<file path="config.mk">
export PLATFORM = sky130hd
export DESIGN_NAME = pc_sequencer
export DESIGN_NICKNAME = d
export VERILOG_FILES = /design/src/rtl/pc_sequencer.sv
export SDC_FILE = /design/constraint.sdc
export NUM_CORES = 1
export LEC_CHECK = 0
export CAP_MARGIN = 30
export CORE_ASPECT_RATIO = 0.75
export CORE_MARGIN = 2
export CORE_UTILIZATION = 55
export DETAILED_ROUTE_END_ITERATION = 7
export DONT_BUFFER_PORTS = 1
export PLACE_DENSITY = 0.7
export REMOVE_ABC_BUFFERS = 1
export SLEW_MARGIN = 0
export SYNTH_ARGS = -nofsm -noshare
export SYNTH_HDL_FRONTEND = slang
export SYNTH_SLANG_ARGS = --single-unit
</file>
<file path="constraint.sdc">
create_clock -name clk -period 4.4 [get_ports clk]
set_input_delay 0.44 -clock clk [delete_from_list [all_inputs] [get_ports clk]]
set_output_delay 0.44 -clock clk [all_outputs]
set_load 0.005 [all_outputs]
</file>
<file path="src/rtl/pc_sequencer.sv">
// Next-PC sequencer: arbitrates fetch, redirects, stalls, overflow traps and halt.
// Define PC_SEQ_TRAP_EN to enable the overflow trap / eret path (disabled by default).
module pc_sequencer #(
  parameter logic [31:0] RESET_PC     = 32'h0000_0000,
  parameter logic [31:0] PC_STEP      = 32'd4,
  parameter logic [31:0] TRAP_VECTOR  = 32'h0000_0080,
  parameter int unsigned FLUSH_CYCLES = 1
) (
  input  logic        clk,
  input  logic        rst,
  input  logic [31:0] current_pc,
  input  logic        stall,
  input  logic        branch_taken,
  input  logic [31:0] branch_target,
  input  logic        jump,
  input  logic [31:0] jump_target,
  input  logic        overflow_flag,
  input  logic        eret,
  input  logic        halt,
  output logic [31:0] next_pc,
  output logic        pc_write,
  output logic        flush,
  output logic [31:0] epc,
  output logic        trap_active,
  output logic        halted
);

`ifdef PC_SEQ_TRAP_EN
  localparam bit TrapEn = 1'b1;
`else
  localparam bit TrapEn = 1'b0;
`endif

  localparam logic [3:0] FlushLoad = 4'(FLUSH_CYCLES - 1);

  typedef enum logic [1:0] {StRun = 2'd0, StTrap = 2'd1, StHalt = 2'd2} state_e;

  state_e      state_q;
  logic [3:0]  flush_cnt_q;
  logic [31:0] epc_q;
  logic        trap_active_q;
  logic        halted_q;

  logic redirect, hold_cnt, go_halt, take_trap, take_eret, mask_flush;

  always_comb begin
    next_pc    = current_pc + PC_STEP;
    pc_write   = 1'b1;
    redirect   = 1'b0;
    hold_cnt   = 1'b0;
    go_halt    = 1'b0;
    take_trap  = 1'b0;
    take_eret  = 1'b0;
    mask_flush = 1'b0;
    if (rst) begin
      next_pc  = RESET_PC;
      pc_write = 1'b0;
    end else if (state_q == StHalt) begin
      next_pc  = current_pc;
      pc_write = 1'b0;
    end else if (halt) begin
      next_pc  = current_pc;
      pc_write = 1'b0;
      go_halt  = 1'b1;
    end else if (overflow_flag && state_q == StRun) begin
      if (TrapEn) begin
        next_pc   = TRAP_VECTOR;
        redirect  = 1'b1;
        take_trap = 1'b1;
      end else begin
        // Without the trap path the faulting PC simply holds.
        next_pc    = current_pc;
        pc_write   = 1'b0;
        mask_flush = 1'b1;
      end
    end else if (eret && state_q == StTrap) begin
      next_pc   = epc_q + PC_STEP;
      redirect  = 1'b1;
      take_eret = 1'b1;
    end else if (stall) begin
      next_pc  = current_pc;
      pc_write = 1'b0;
      hold_cnt = 1'b1;
    end else if (jump) begin
      next_pc  = jump_target;
      redirect = 1'b1;
    end else if (branch_taken) begin
      next_pc  = branch_target;
      redirect = 1'b1;
    end

    if (rst) begin
      flush = 1'b1;
    end else if (state_q == StHalt || mask_flush) begin
      flush = 1'b0;
    end else begin
      flush = redirect | (flush_cnt_q != 4'd0);
    end
  end

  always_ff @(posedge clk) begin
    if (rst) begin
      state_q       <= StRun;
      flush_cnt_q   <= 4'd0;
      epc_q         <= 32'd0;
      trap_active_q <= 1'b0;
      halted_q      <= 1'b0;
    end else if (go_halt) begin
      state_q     <= StHalt;
      halted_q    <= 1'b1;
      flush_cnt_q <= 4'd0;
    end else if (take_trap) begin
      state_q       <= StTrap;
      epc_q         <= current_pc;
      trap_active_q <= 1'b1;
      flush_cnt_q   <= FlushLoad;
    end else if (take_eret) begin
      state_q       <= StRun;
      trap_active_q <= 1'b0;
      flush_cnt_q   <= FlushLoad;
    end else if (redirect) begin
      flush_cnt_q <= FlushLoad;
    end else if (!hold_cnt && flush_cnt_q != 4'd0) begin
      flush_cnt_q <= flush_cnt_q - 4'd1;
    end
  end

  assign epc         = epc_q;
  assign trap_active = trap_active_q;
  assign halted      = halted_q;

endmodule

</file>
Word level (Yosys, flattened, before mapping)
Index checks and enable logic that the tools add are counted.
{ "word_totals": {"wordCells": 47, "input_bits": 104, "ff_bits": 6} }
{ "op_classes": {"bitwise_logic": 1, "addsub": 2, "reduce_logical": 7, "muxes": 34} }
{ "op_table": {"columns": ["op", "n"], "rows": [
  ["32-bit 2-to-1 mux", 7],
  ["32-bit by 3-bit adder with 32-bit output, second input constant", 1],
  ["1-bit 2-to-1 mux", 26],
  ["4-bit nonzero test", 1],
  ["4-bit by 1-bit subtractor with 4-bit output, second input constant", 1],
  ["3-bit OR reduction", 1],
  ["1-bit logical AND", 2],
  ["2-bit logical NOT", 1],
  ["2-bit 2-to-1 mux", 1],
  ["1-bit logical NOT", 1],
  ["1-bit logical OR", 1],
  ["1-bit bitwise OR", 1]
]} }

Logic depth before layout (Yosys ltp)
{ "logic_depth": {"word_depth": 10, "ltp_mapped": 7, "mapped_depth_nobuf": 7} }

Least setup slack after synthesis
No wires, ideal clock.
{ "synth_path": {"path_kind": "input to output", "from": "input current_pc[2]", "to": "output next_pc[28]", "setup_slack_ns": 2.177, "t_arrival_ns": 1.783, "cell_stages": 6, "required_time_ns": 3.960, "cell_sequence": "ha_1 -> nand3_2 -> nor4_4 -> nand3_2 -> mux2i_1 -> o32ai_1"} }
{ "synth_via": {"elab_chain_len": 8} }
{ "synth_lines": {"columns": ["element", "line_no", "text"], "rows": [
  ["from (decl)", "11", "input logic [31:0] current_pc,"],
  ["32-bit by 3-bit adder with 32-bit output", "47", "next_pc = current_pc + PC_STEP;"],
  ["32-bit 2-to-1 mux", "87", "end else if (branch_taken) begin"],
  ["32-bit 2-to-1 mux", "84", "end else if (jump) begin"],
  ["32-bit 2-to-1 mux", "80", "end else if (stall) begin"],
  ["32-bit 2-to-1 mux", "65", "end else if (overflow_flag && state_q == StRun) begin"],
  ["32-bit 2-to-1 mux", "61", "end else if (halt) begin"],
  ["32-bit 2-to-1 mux", "58", "end else if (state_q == StHalt) begin"],
  ["32-bit 2-to-1 mux", "55", "if (rst) begin"],
  ["to (decl)", "20", "output logic [31:0] next_pc,"]
]} }
Every way passes these cells.

Worst setup path after layout
{ "layout_path": {"from": "input current_pc[3]", "to": "output next_pc[31]"} }
The elaborated chain is that of the path after synthesis.

==> impl_results.md <==
- Outcome: finished, final reports clean
- RSZ-0062 raised after global routing: no
- Die W: 74.9 µm
- Final Hold Vio Count: 0
- Leakage power: between 0.0007 and 0.0008 µW
- Register bit total from synthesis: 5
- Vias in the first global route: 1,859
- Worst slew pin tran: 936 ps
- Final setup viols: 0
- Clk_skew: 2.04 ps
- Port bufs: 0
- DIE AREA: 4280 µm²
- CP max FO: 11
- Share of flip-flops with an asynchronous set or reset: 0%
- Tcrit/Tclk final: 59.6%
- CP Class: in2out
- P&R area growth vs syn: -6.57%
- Power density over the cells: ~180 nW/µm²
- Maximum clock rate: 381 MHz
- Max clock buf depth: 2
- Post-CTS setup buffers: 0
- Fin nets: about 400
- Post-synth cell types: 60
- DR WL/cell: 18.7 µm
- Iteration-0 DRC Markers: 117
- Max-Slew Margin vs Limit: a little under two fifths
- MaxCap Viol Count: 0
- Worst Hold Depth: 1
- Die Y: 57.2 µm
- Clk slew on worst S/H paths: 40 ps
- Mapped Area: 2070 µm²
- CP required: about 4000 ps
- Worst R2R Path Depth: 5
- EDFF count, synth: 0
- Top cell type's share of synthesized area: about an eighth
- Slew Viols, Final: 0
- Core area: 3640 µm²
- GR Util All Layers: 27.5%
- Largest net degree at the start of global routing: 30
- Hold Path Class: in2reg
- Remaining DRCs: 0
- Global-route wire length before repair: ~9 mm
- Crit-path max cell delay: 630 ps
- Detailed-route via count: ~2,300
- Initial antenna violation count: 0
- Post-DP HPWL: 4.82 mm
- Initial Util: 57.0%
- Yosys top cell by area: buf_4
- Synth top area cells: buf_4 12%, a21oi_1 7.0%, nor2_1 5.4%, dfxtp_1 4.8%, o22ai_1 4.8%
- CP startpoint kind: primary input
- H-tree depth: 1
- Slowest cell on the critical path: nor4_4
- FF+latch area: 100 µm²
- Row count: 19
- Avg Inst Size Synth: 6.69 µm²
- Layout cells sized above 1: 7.82%
- Most frequent cell after synthesis: buf_4
- Via density: 6.53
- Area taken by multi-input logic gates: 1650 µm²
- Syn Inst Count: 310
- Setup TNS: 0 ps
- Root Driver: clkbuf_8
- Gpl congestion: 0.854
- Resized Gates After CTS: 0
- ANT cells: 0
- Cell with the most instances on the worst path: nand4_1
- DR pass1 iterations: 4
- Congestion Overflow GR: 0
- Detailed Route WL: 6.48 mm
- Yosys Warn Count: 0
- Sequential-to-total area share from yosys stat: 4.83%
- Final ANT Viol Nets: 0
- Crit path DAT: 2180 ps
- WHS: 313 ps
- Worst skew pair latency: 220 ps
- Inserted Clock Buffers: 3
- Fill cells: between 300 and 400
- Commonest cells post-synth: 34 x buf_4, 30 x nor2_1, 29 x a21oi_1
- Ys flop type: dfxtp_1
- CTS sink cnt: 5
- CP Cell Sequence: nand4_1 > nor4_4 > nand4_1 > xor2_1 > o32ai_1
- Final worst-path setup slack: 1780 ps
- Worst vdd ir: 0.103 mV
- Minimum clock period: around 2600 ps
- Ports: 172
- Element type at the critical path end: output pin
- CTS tree: yes
- Cts hold-fix bufs: 0
- Pre-CTS WS: 1800 ps
[cell families (layout without fill, tap and decap cells)]
kind of cell             count (synthesis)  after routing  share of synthesized area [%]
flip-flops                               5              5                           4.83
AO/OA/AOI/OAI                          117            117                           38.5
other                                    1             33                          0.181
adder cells (fa/ha/maj)                  2              2                           1.21
multiplexers                             5              5                           2.41
AND/OR/NAND/NOR                        103            103                           28.6
buffers and inverters                   71             23                           21.8
XOR/XNOR                                 6              6                           2.53
[metal layers]
metal / vias up / wire length [µm] / GRT usage, %
li1: 1093 / - / -
met1: 1049 / 2850 / 37.9
met2: 119 / 3070 / 46.4
met3: 0 / 567 / 4.42
met4: 0 / 0 / 3.06
met5: - / 0 / 0
[final timing paths]
path	from	end	slack [ps]
worst min register to register	flush_cnt_q[1]$_SDFFE_PP0P_	flush_cnt_q[1]$_SDFFE_PP0P_	520
worst min-delay path	rst	state_q[1]$_SDFFE_PP0P_	310
worst max-delay path	current_pc[3]	next_pc[31]	1780
worst max register to register	state_q[1]$_SDFFE_PP0P_	flush_cnt_q[0]$_SDFFE_PP0P_	2680
[final cells by class]
cell class | instances | share of cell area (%)
Clock buffer | 4 | 2.32
Inverter | 17 | 3.29
Multi-Input combinational cell | 266 | 85.1
Sequential cell | 5 | 5.16
Tap cell | 52 | 3.36
Timing Repair Buffer | 2 | 0.775
[metrics by stage]
stage          power (µW)  util [%]  instances  cell area (µm²)
3_5_place_dp          253      52.0        342             1890
5_1_grt               372      53.3        346             1940
3_3_place_gp          249      52.0        342             1890
4_1_cts               341      53.3        346             1940
2_1_floorplan         219         -        288             1810
6_report              342      53.3        346             1940
[sequential cells by signal (all words and copies together), names as in the netlist]
register	cells
flush_cnt_q	4
state_q	1
[critical path, delay by kind of cell]
kind	cells	cell delay, ps
simple gates	3	1230
compound gates	1	330
xor+xnor	1	180
[report_power, final]
group / internal, µW / switching [µW]
clock: 62.3 / 23.9
sequential: 57.0 / 10.1
combinational: 77.0 / 112
[placed cells by master (no fill, tap or decap), drive strengths merged, types with 5 or more instances in the layout]
cell / synthesis / final
nor3: 7 / 7
nor2: 30 / 30
xor2: 5 / 5
a211oi: 7 / 7
o21ai: 18 / 18
conb: 1 / 33
and3: 7 / 7
inv: 16 / 16
nand2: 20 / 20
o32ai: 5 / 5
nor4: 5 / 5
dfxtp: 5 / 5
nand3: 9 / 9
o22ai: 16 / 16
nand2b: 5 / 5
mux2i: 5 / 5
nand4: 11 / 11
a21oi: 29 / 29
Power figures use the tool's default switching activity.
